<file path="src/rtl/hpu_pkg.sv">
// Shared HPU definitions: DTCM line geometry and the write-pack line slot.
package hpu_pkg;

    localparam int LINE_W          = 256;
    localparam int LINE_WORDS      = 8;
    localparam int PACK_FLUSH_TMO  = 16;
    localparam int DTCM_LINE_IDX_W = 9;

    typedef struct packed {
        logic                       vld;
        logic [DTCM_LINE_IDX_W-1:0] line;
        logic [LINE_W-1:0]          data;
        logic [LINE_WORDS-1:0]      strb;
    } dtcm_line_slot_t;

endpackage

</file>
<file path="src/rtl/hpu_dtcm_line_merge.sv">
// Inserts one 32-bit word into a line image and flags when every word is present.
module hpu_dtcm_line_merge
    import hpu_pkg::*;
(
    input  logic [LINE_W-1:0]     i_data,
    input  logic [LINE_WORDS-1:0] i_strb,
    input  logic [2:0]            i_idx,
    input  logic [31:0]           i_word,
    output logic [LINE_W-1:0]     o_data,
    output logic [LINE_WORDS-1:0] o_strb,
    output logic                  o_full
);

    always_comb begin
        o_data              = i_data;
        o_data[i_idx*32 +: 32] = i_word;
        o_strb              = i_strb;
        o_strb[i_idx]       = 1'b1;
        o_full              = &o_strb;
    end

endmodule

</file>
<file path="src/rtl/hpu_dtcm_wr_pack.sv">
// Coalesces 32-bit NDMA write beats into full DTCM line writes through a
// fill/pending slot pair; line writes wait out the DTCM atomic bus lock.
module hpu_dtcm_wr_pack
    import hpu_pkg::*;
#(
    parameter int FLUSH_TMO = PACK_FLUSH_TMO,
    parameter int ADDR_W    = 14
) (
    input  logic                  clk_i,
    input  logic                  rst_i,
    input  logic                  ndma_pack__beat_vld_i,
    input  logic [ADDR_W-1:0]     ndma_pack__beat_addr_i,
    input  logic [31:0]           ndma_pack__beat_data_i,
    input  logic                  ndma_pack__beat_last_i,
    output logic                  pack_ndma__beat_rdy_o,
    output logic                  pack_dtcm__mem_we_o,
    output logic [ADDR_W-1:0]     pack_dtcm__mem_waddr_o,
    output logic [LINE_W-1:0]     pack_dtcm__mem_wdata_o,
    output logic [LINE_WORDS-1:0] pack_dtcm__mem_wstrb_o,
    input  logic                  dtcm_pack__mem_atom_ready_i,
    output logic                  pack_ndma__idle_o
);

    localparam int CNT_W = (FLUSH_TMO > 2) ? $clog2(FLUSH_TMO) : 1;

    dtcm_line_slot_t r_fill;
    dtcm_line_slot_t r_pend;
    logic            r_fill_seal;
    logic [CNT_W-1:0] r_cnt;

    logic [DTCM_LINE_IDX_W-1:0] w_beat_line;
    logic [2:0]                 w_beat_idx;
    logic                       w_issue;
    logic                       w_pend_free;
    logic                       w_mismatch;
    logic                       w_acc;
    logic [LINE_W-1:0]          w_base_data;
    logic [LINE_WORDS-1:0]      w_base_strb;
    logic [LINE_W-1:0]          w_mrg_data;
    logic [LINE_WORDS-1:0]      w_mrg_strb;
    logic                       w_mrg_full;
    logic                       w_new_seal;
    logic                       w_tmo;
    logic                       w_prom_old;
    logic                       w_prom_new;
    dtcm_line_slot_t            w_new_slot;
    logic                       w_unused_addr;

    assign w_beat_line   = DTCM_LINE_IDX_W'(ndma_pack__beat_addr_i[ADDR_W-1:5]);
    assign w_beat_idx    = ndma_pack__beat_addr_i[4:2];
    assign w_unused_addr = &{1'b0, ndma_pack__beat_addr_i[1:0]};

    assign w_issue     = r_pend.vld & dtcm_pack__mem_atom_ready_i;
    assign w_pend_free = !r_pend.vld | w_issue;
    assign w_mismatch  = r_fill.vld & (r_fill_seal | (w_beat_line != r_fill.line));

    assign pack_ndma__beat_rdy_o = !(w_mismatch & !w_pend_free);
    assign w_acc                 = ndma_pack__beat_vld_i & pack_ndma__beat_rdy_o;

    // A beat that does not merge starts a fresh line image from all-zero.
    assign w_base_data = (r_fill.vld & !w_mismatch) ? r_fill.data : '0;
    assign w_base_strb = (r_fill.vld & !w_mismatch) ? r_fill.strb : '0;

    hpu_dtcm_line_merge u_merge (
        .i_data (w_base_data),
        .i_strb (w_base_strb),
        .i_idx  (w_beat_idx),
        .i_word (ndma_pack__beat_data_i),
        .o_data (w_mrg_data),
        .o_strb (w_mrg_strb),
        .o_full (w_mrg_full)
    );

    assign w_new_seal = w_mrg_full | ndma_pack__beat_last_i;
    assign w_new_slot = '{vld: 1'b1, line: w_beat_line, data: w_mrg_data, strb: w_mrg_strb};

    assign w_tmo = (FLUSH_TMO != 0) && r_fill.vld && !r_fill_seal && !w_acc &&
                   (int'(r_cnt) + 1 >= FLUSH_TMO - 1);

    // Old fill leaves on a mismatching beat or once sealed; a line that seals on
    // its own beat skips the fill slot when pending can take it.
    assign w_prom_old = r_fill.vld & w_pend_free & (w_acc ? w_mismatch : (r_fill_seal | w_tmo));
    assign w_prom_new = w_acc & !w_mismatch & w_new_seal & w_pend_free;

    always_ff @(posedge clk_i or negedge rst_i) begin
        if (!rst_i) begin
            r_fill      <= '0;
            r_pend      <= '0;
            r_fill_seal <= 1'b0;
            r_cnt       <= '0;
        end else begin
            if (w_prom_old)
                r_pend <= r_fill;
            else if (w_prom_new)
                r_pend <= w_new_slot;
            else if (w_issue)
                r_pend.vld <= 1'b0;

            if (w_acc) begin
                if (w_prom_new) begin
                    r_fill.vld  <= 1'b0;
                    r_fill_seal <= 1'b0;
                end else begin
                    r_fill      <= w_new_slot;
                    r_fill_seal <= w_new_seal;
                end
            end else if (w_prom_old) begin
                r_fill.vld  <= 1'b0;
                r_fill_seal <= 1'b0;
            end else if (w_tmo) begin
                r_fill_seal <= 1'b1;
            end

            if (w_acc || !r_fill.vld)
                r_cnt <= '0;
            else if (!r_fill_seal)
                r_cnt <= r_cnt + 1'b1;
        end
    end

    assign pack_dtcm__mem_we_o    = w_issue;
    assign pack_dtcm__mem_waddr_o = ADDR_W'({r_pend.line, 5'b0});
    assign pack_dtcm__mem_wdata_o = r_pend.data;
    assign pack_dtcm__mem_wstrb_o = r_pend.strb;
    assign pack_ndma__idle_o      = !r_fill.vld & !r_pend.vld;

endmodule

</file>
<file path="config.mk">
export PLATFORM = sky130hd
export DESIGN_NAME = hpu_dtcm_wr_pack
export DESIGN_NICKNAME = d
export VERILOG_FILES = /design/src/rtl/hpu_pkg.sv /design/src/rtl/hpu_dtcm_line_merge.sv /design/src/rtl/hpu_dtcm_wr_pack.sv
export SDC_FILE = /design/constraint.sdc
export NUM_CORES = 1
export LEC_CHECK = 0
export BUFFER_PORTS_ARGS = -buffer_cell sky130_fd_sc_hd__buf_2
export CORE_MARGIN = 4
export CORE_UTILIZATION = 40
export CTS_BUF_LIST = sky130_fd_sc_hd__clkbuf_4
export DETAILED_ROUTE_END_ITERATION = 12
export PLACE_DENSITY = 0.6
export RECOVER_POWER = 25
export SLEW_MARGIN = 20
export SYNTH_ARGS = -nofsm -noshare
export SYNTH_HDL_FRONTEND = slang
export SYNTH_SLANG_ARGS = --single-unit
</file>
<file path="constraint.sdc">
create_clock -name clk_i -period 2.55 [get_ports clk_i]
set_clock_uncertainty 0.05 [all_clocks]
set_input_delay 0.255 -clock clk_i [delete_from_list [all_inputs] [get_ports clk_i]]
set_output_delay 0.255 -clock clk_i [all_outputs]
set_load 0.005 [all_outputs]
</file>
==> impl_metrics.csv <==
group,metric,value,unit
pwr,comb_power_share,0.354,
worst_setup_path,setup.worst_path.class,"register to output port",
floorplanning,die_h,262,um
pwr,switchingPower,10.9,mW
sta,finalSetupViolCount,412,
logic_synthesis,synthesis.area,25800,sq um
sta,hold_viol,0,
sta,fmax,0.365,GHz
logic_synthesis,synth_area_per_cell,10.6,sq um
logic_synthesis,synth_compound_area_frac,0.196,
sta,rsz0062_at_grt,"yes",
placement,globalplace.congestion,0.856,
pwr,internal_power,19.2,mW
logic_synthesis,yosys_warnings,0,
floorplanning,die_x,262,um
final_layout,area_delta_synth_final,34.3,%
floorplanning,core_region_area,63400,sq um
final_layout,seqCellArea,13800,sq um
pwr,seq_power_share,0.370,
pwr,leakage,15.7,nW
pwr,powerDensity,871,nW/um^2
logic_synthesis,synth-edff-count,0,
drt,routed_via_density,6.10,
floorplanning,pin_count,332,
worst_setup_path,endpoint_kind,"output port",
clock_network,root_buffer,"clkbuf_4",
logic_synthesis,synthDistinctLibCells,54,
clock_network,cts_tree,"yes",
worst_setup_path,worstPathMaxFanout,3,
drt,drc,0,
drt,wire_per_inst,28.7,um
worst_setup_path,required,2.25,ns
final_layout,nNetsFinal,2850,
clock_network,cts.sink_count,553,
run_status,status,"complete, but fails checks",
pwr,p_sw_frac,0.362,
worst_setup_path,worstPathArrival,2.43,ns
worst_setup_path,cp-start-kind,"register",
clock_network,clockBufferDepth,3,
logic_synthesis,muxShareOfSynthArea,0.00563,
logic_synthesis,synth_xor_area_frac,0.00408,
placement,dp_slack,-0.386,ns
sta,slew_headroom,0.179,
floorplanning,num_rows,92,
sta,min_period,2.74,ns
drt,drtAntennaViolNets,0,
final_layout,fillers,5318,
sta,worst_pin_slew,1.23,ns
drt,drtIter0Drc,2405,
global_route,grt_max_degree,72,
placement,dp_hpwl,57.9,mm
logic_synthesis,asyncSetResetFlopFracSynth,1.00,
global_route,grt_pass1_vias,21900,
global_route,grtUsageTotal,0.281,
global_route,overflow,0,
logic_synthesis,synth-simple-area-share,0.0946,
logic_synthesis,synthFlopType,"dfrtp_1",
drt,num_vias,22800,
logic_synthesis,syn_inst,2427,
floorplanning,start_util,0.406,
sta,fin_ws,-0.187,ns
sta,post-route-period-util,1.07,
clock_network,clkLatencyLatePin,1.02,ns
clock_network,clkTransAtPathRegs,0.06,ns
final_layout,drive_gt1_frac,0.432,
worst_hold_path,hold_path.class,"input port to register",
logic_synthesis,ys_ff_latch,553,
pwr,worst_ir_drop_vdd,0.445,mV
clock_network,cts-buffers-inserted,152,
job,maxCapViolCount,0,
logic_synthesis,synth_top_family_by_area,"compound AO/OA/AOI/OAI gates",
floorplanning,die_area,68500,sq um
sta,final-max-slew-violation-count,0,
global_route,grt_first_pass_wirelength,143,mm
final_layout,multi_input_area,10100,sq um
placement,port_buffers,324,
logic_synthesis,synthAdderAreaFrac,0.00194,
run_status,violations,"negative setup slack",
clock_network,cts_max_level,4,
pwr,p_clk_frac,0.276,
logic_synthesis,yosysSeqAreaShare,0.537,
global_route,antenna_found_initial,1,
drt,totalWireLength,107,mm
sta,hold_slack,0.114,ns
drt,first_pass_iters,5,
-- worst paths after layout --
check | start | to | slack, ns | cells past startpoint
worst min-delay path | ndma_pack__beat_addr_i[7] | pack_dtcm__mem_waddr_o[7]$_DFFE_PN0P_ | 0.11 | 4
max in group asynchronous | rst_i | r_cnt[0]$_DFFE_PN0P_ | 0.14 | 4
worst max register to register | r_fill[267]$_DFFE_PN0P_ | r_fill[101]$_DFFE_PN0P_ | -0.16 | 14
worst max-delay path | r_fill[267]$_DFFE_PN0P_ | pack_ndma__beat_rdy_o | -0.19 | 7
min in group asynchronous | rst_i | r_fill[63]$_DFFE_PN0P_ | 1.02 | 4
worst min register to register | pack_dtcm__mem_waddr_o[13]$_DFFE_PN0P_ | pack_dtcm__mem_waddr_o[13]$_DFFE_PN0P_ | 0.42 | 1
-- power groups by stage --
stage	logic, mW	registers (mW)	clock network [mW]
2_1_floorplan	4.69	10.8	0
3_3_place_gp	7.14	11.1	0
3_5_place_dp	7.28	11.1	0
4_1_cts	8.54	11.0	8.47
5_1_grt	11.1	11.2	8.98
6_report	10.7	11.2	8.33
-- layout by cell type, fill, tap and decap left out, types with 22 or more instances in the layout --
cell           count
dfrtp_1          551
buf_2            324
inv_1            265
a22o_1           263
clkbuf_4         229
nand3_1          205
nand3_2          162
o221ai_2         124
buf_4            102
o211ai_1          92
buf_12            82
dlygate4sd3_1     55
nand2_1           48
o221ai_1          44
buf_6             42
clkbuf_16         40
nor2_4            22
-- critical path, cell delays in order (launching register included) --
cell     delay [ns]
dfrtp_1        0.39
xnor2_1        0.18
nand4_1        0.20
buf_4          0.20
o31ai_4        0.18
buf_6          0.14
buf_6          0.09
buf_6          0.08
-- sequential cells by signal (all words and copies together) (netlist names) --
signal,count
r_cnt,4
pack_dtcm__mem_wstrb_o,8
r_fill_seal,1
pack_dtcm__mem_waddr_o,9
r_pend,1
r_fill,274
pack_dtcm__mem_wdata_o,256
-- area by class of cell --
| type | count | share of cell area |
|---|---|---|
| inverters | 266 | 0.0288 |
| clock buffers | 229 | 0.0497 |
| repair buffers | 688 | 0.193 |
| diodes | 1 | 0.0000723 |
| clock inverters | 28 | 0.00662 |
| flip-flops and latches | 553 | 0.400 |
| multi-input cells | 1134 | 0.291 |
| well taps | 846 | 0.0306 |
-- cell families after synthesis --
logic type      after synthesis
buf+inv                     759
compound gates              595
flops                       553
simple gates                490
mux                          13
xor+xnor                     12
fa+ha+maj                     4
other cells                   1
-- per-stage QoR --
step | TNS [ns] | std cells | utilization | cell area [sq um] | total power, mW
3_5_place_dp | -73.65 | 3280 | 0.436 | 27700 | 18.4
2_1_floorplan | -0.0328 | 2431 | - | 25900 | 15.4
4_1_cts | -26.34 | 3671 | 0.496 | 31500 | 28.0
5_1_grt | -63.95 | 3745 | 0.546 | 34600 | 31.3
3_3_place_gp | -73.94 | 3279 | 0.436 | 27700 | 18.2
6_report | -26.98 | 3745 | 0.546 | 34600 | 30.2
-- layer usage --
metal,vias up,global-route usage,wire length [um]
met5,-,0,0
met4,0,0.113,4530
met3,285,0.0690,10800
met2,1502,0.431,49700
met1,11700,0.386,42300
li1,9291,-,-
-- synth_stat cells, types with 2 or more instances --
master     instances  share of area
nor4_1             2        0.00049
a21oi_1           11         0.0021
nand2b_1           6         0.0015
ha_1               4         0.0019
and2_1             2        0.00049
o21bai_2           2        0.00087
a32o_1             9         0.0035
a22o_1           263          0.089
nor2_2             6         0.0015
o21ai_0           12         0.0023
and4_1             2        0.00068
xnor2_1           11         0.0037
a21o_1            10         0.0029
buf_4            280          0.082
o31ai_1            2        0.00058
buf_6             22         0.0096
nor2_1            23         0.0034
clkbuf_1         136          0.020
o221ai_1         168          0.057
a31oi_1            4        0.00097
o21bai_4           6         0.0044
nand4_1            4        0.00097
buf_2             54          0.010
inv_1            266          0.039
nand2_1           48         0.0070
nor3_1             3        0.00058
and3_1             4        0.00097
dfrtp_1          553           0.54
o211ai_1          92          0.027
nand3_1          378          0.073
nor2b_1            6         0.0015
o2bb2ai_1          5         0.0017
mux2_2            12         0.0052
-- timing repair --
action / in CTS / in global routing
endpoints found under the hold margin: 1106 / 0
pin swaps: 51 / 178
setup buffers: 49 / 41
gates cloned: 33 / 51
hold buffers: 56 / 0
resized for setup: 66 / 391
setup endpoints to repair: 459 / 530
(Power assumes the default switching activity.)
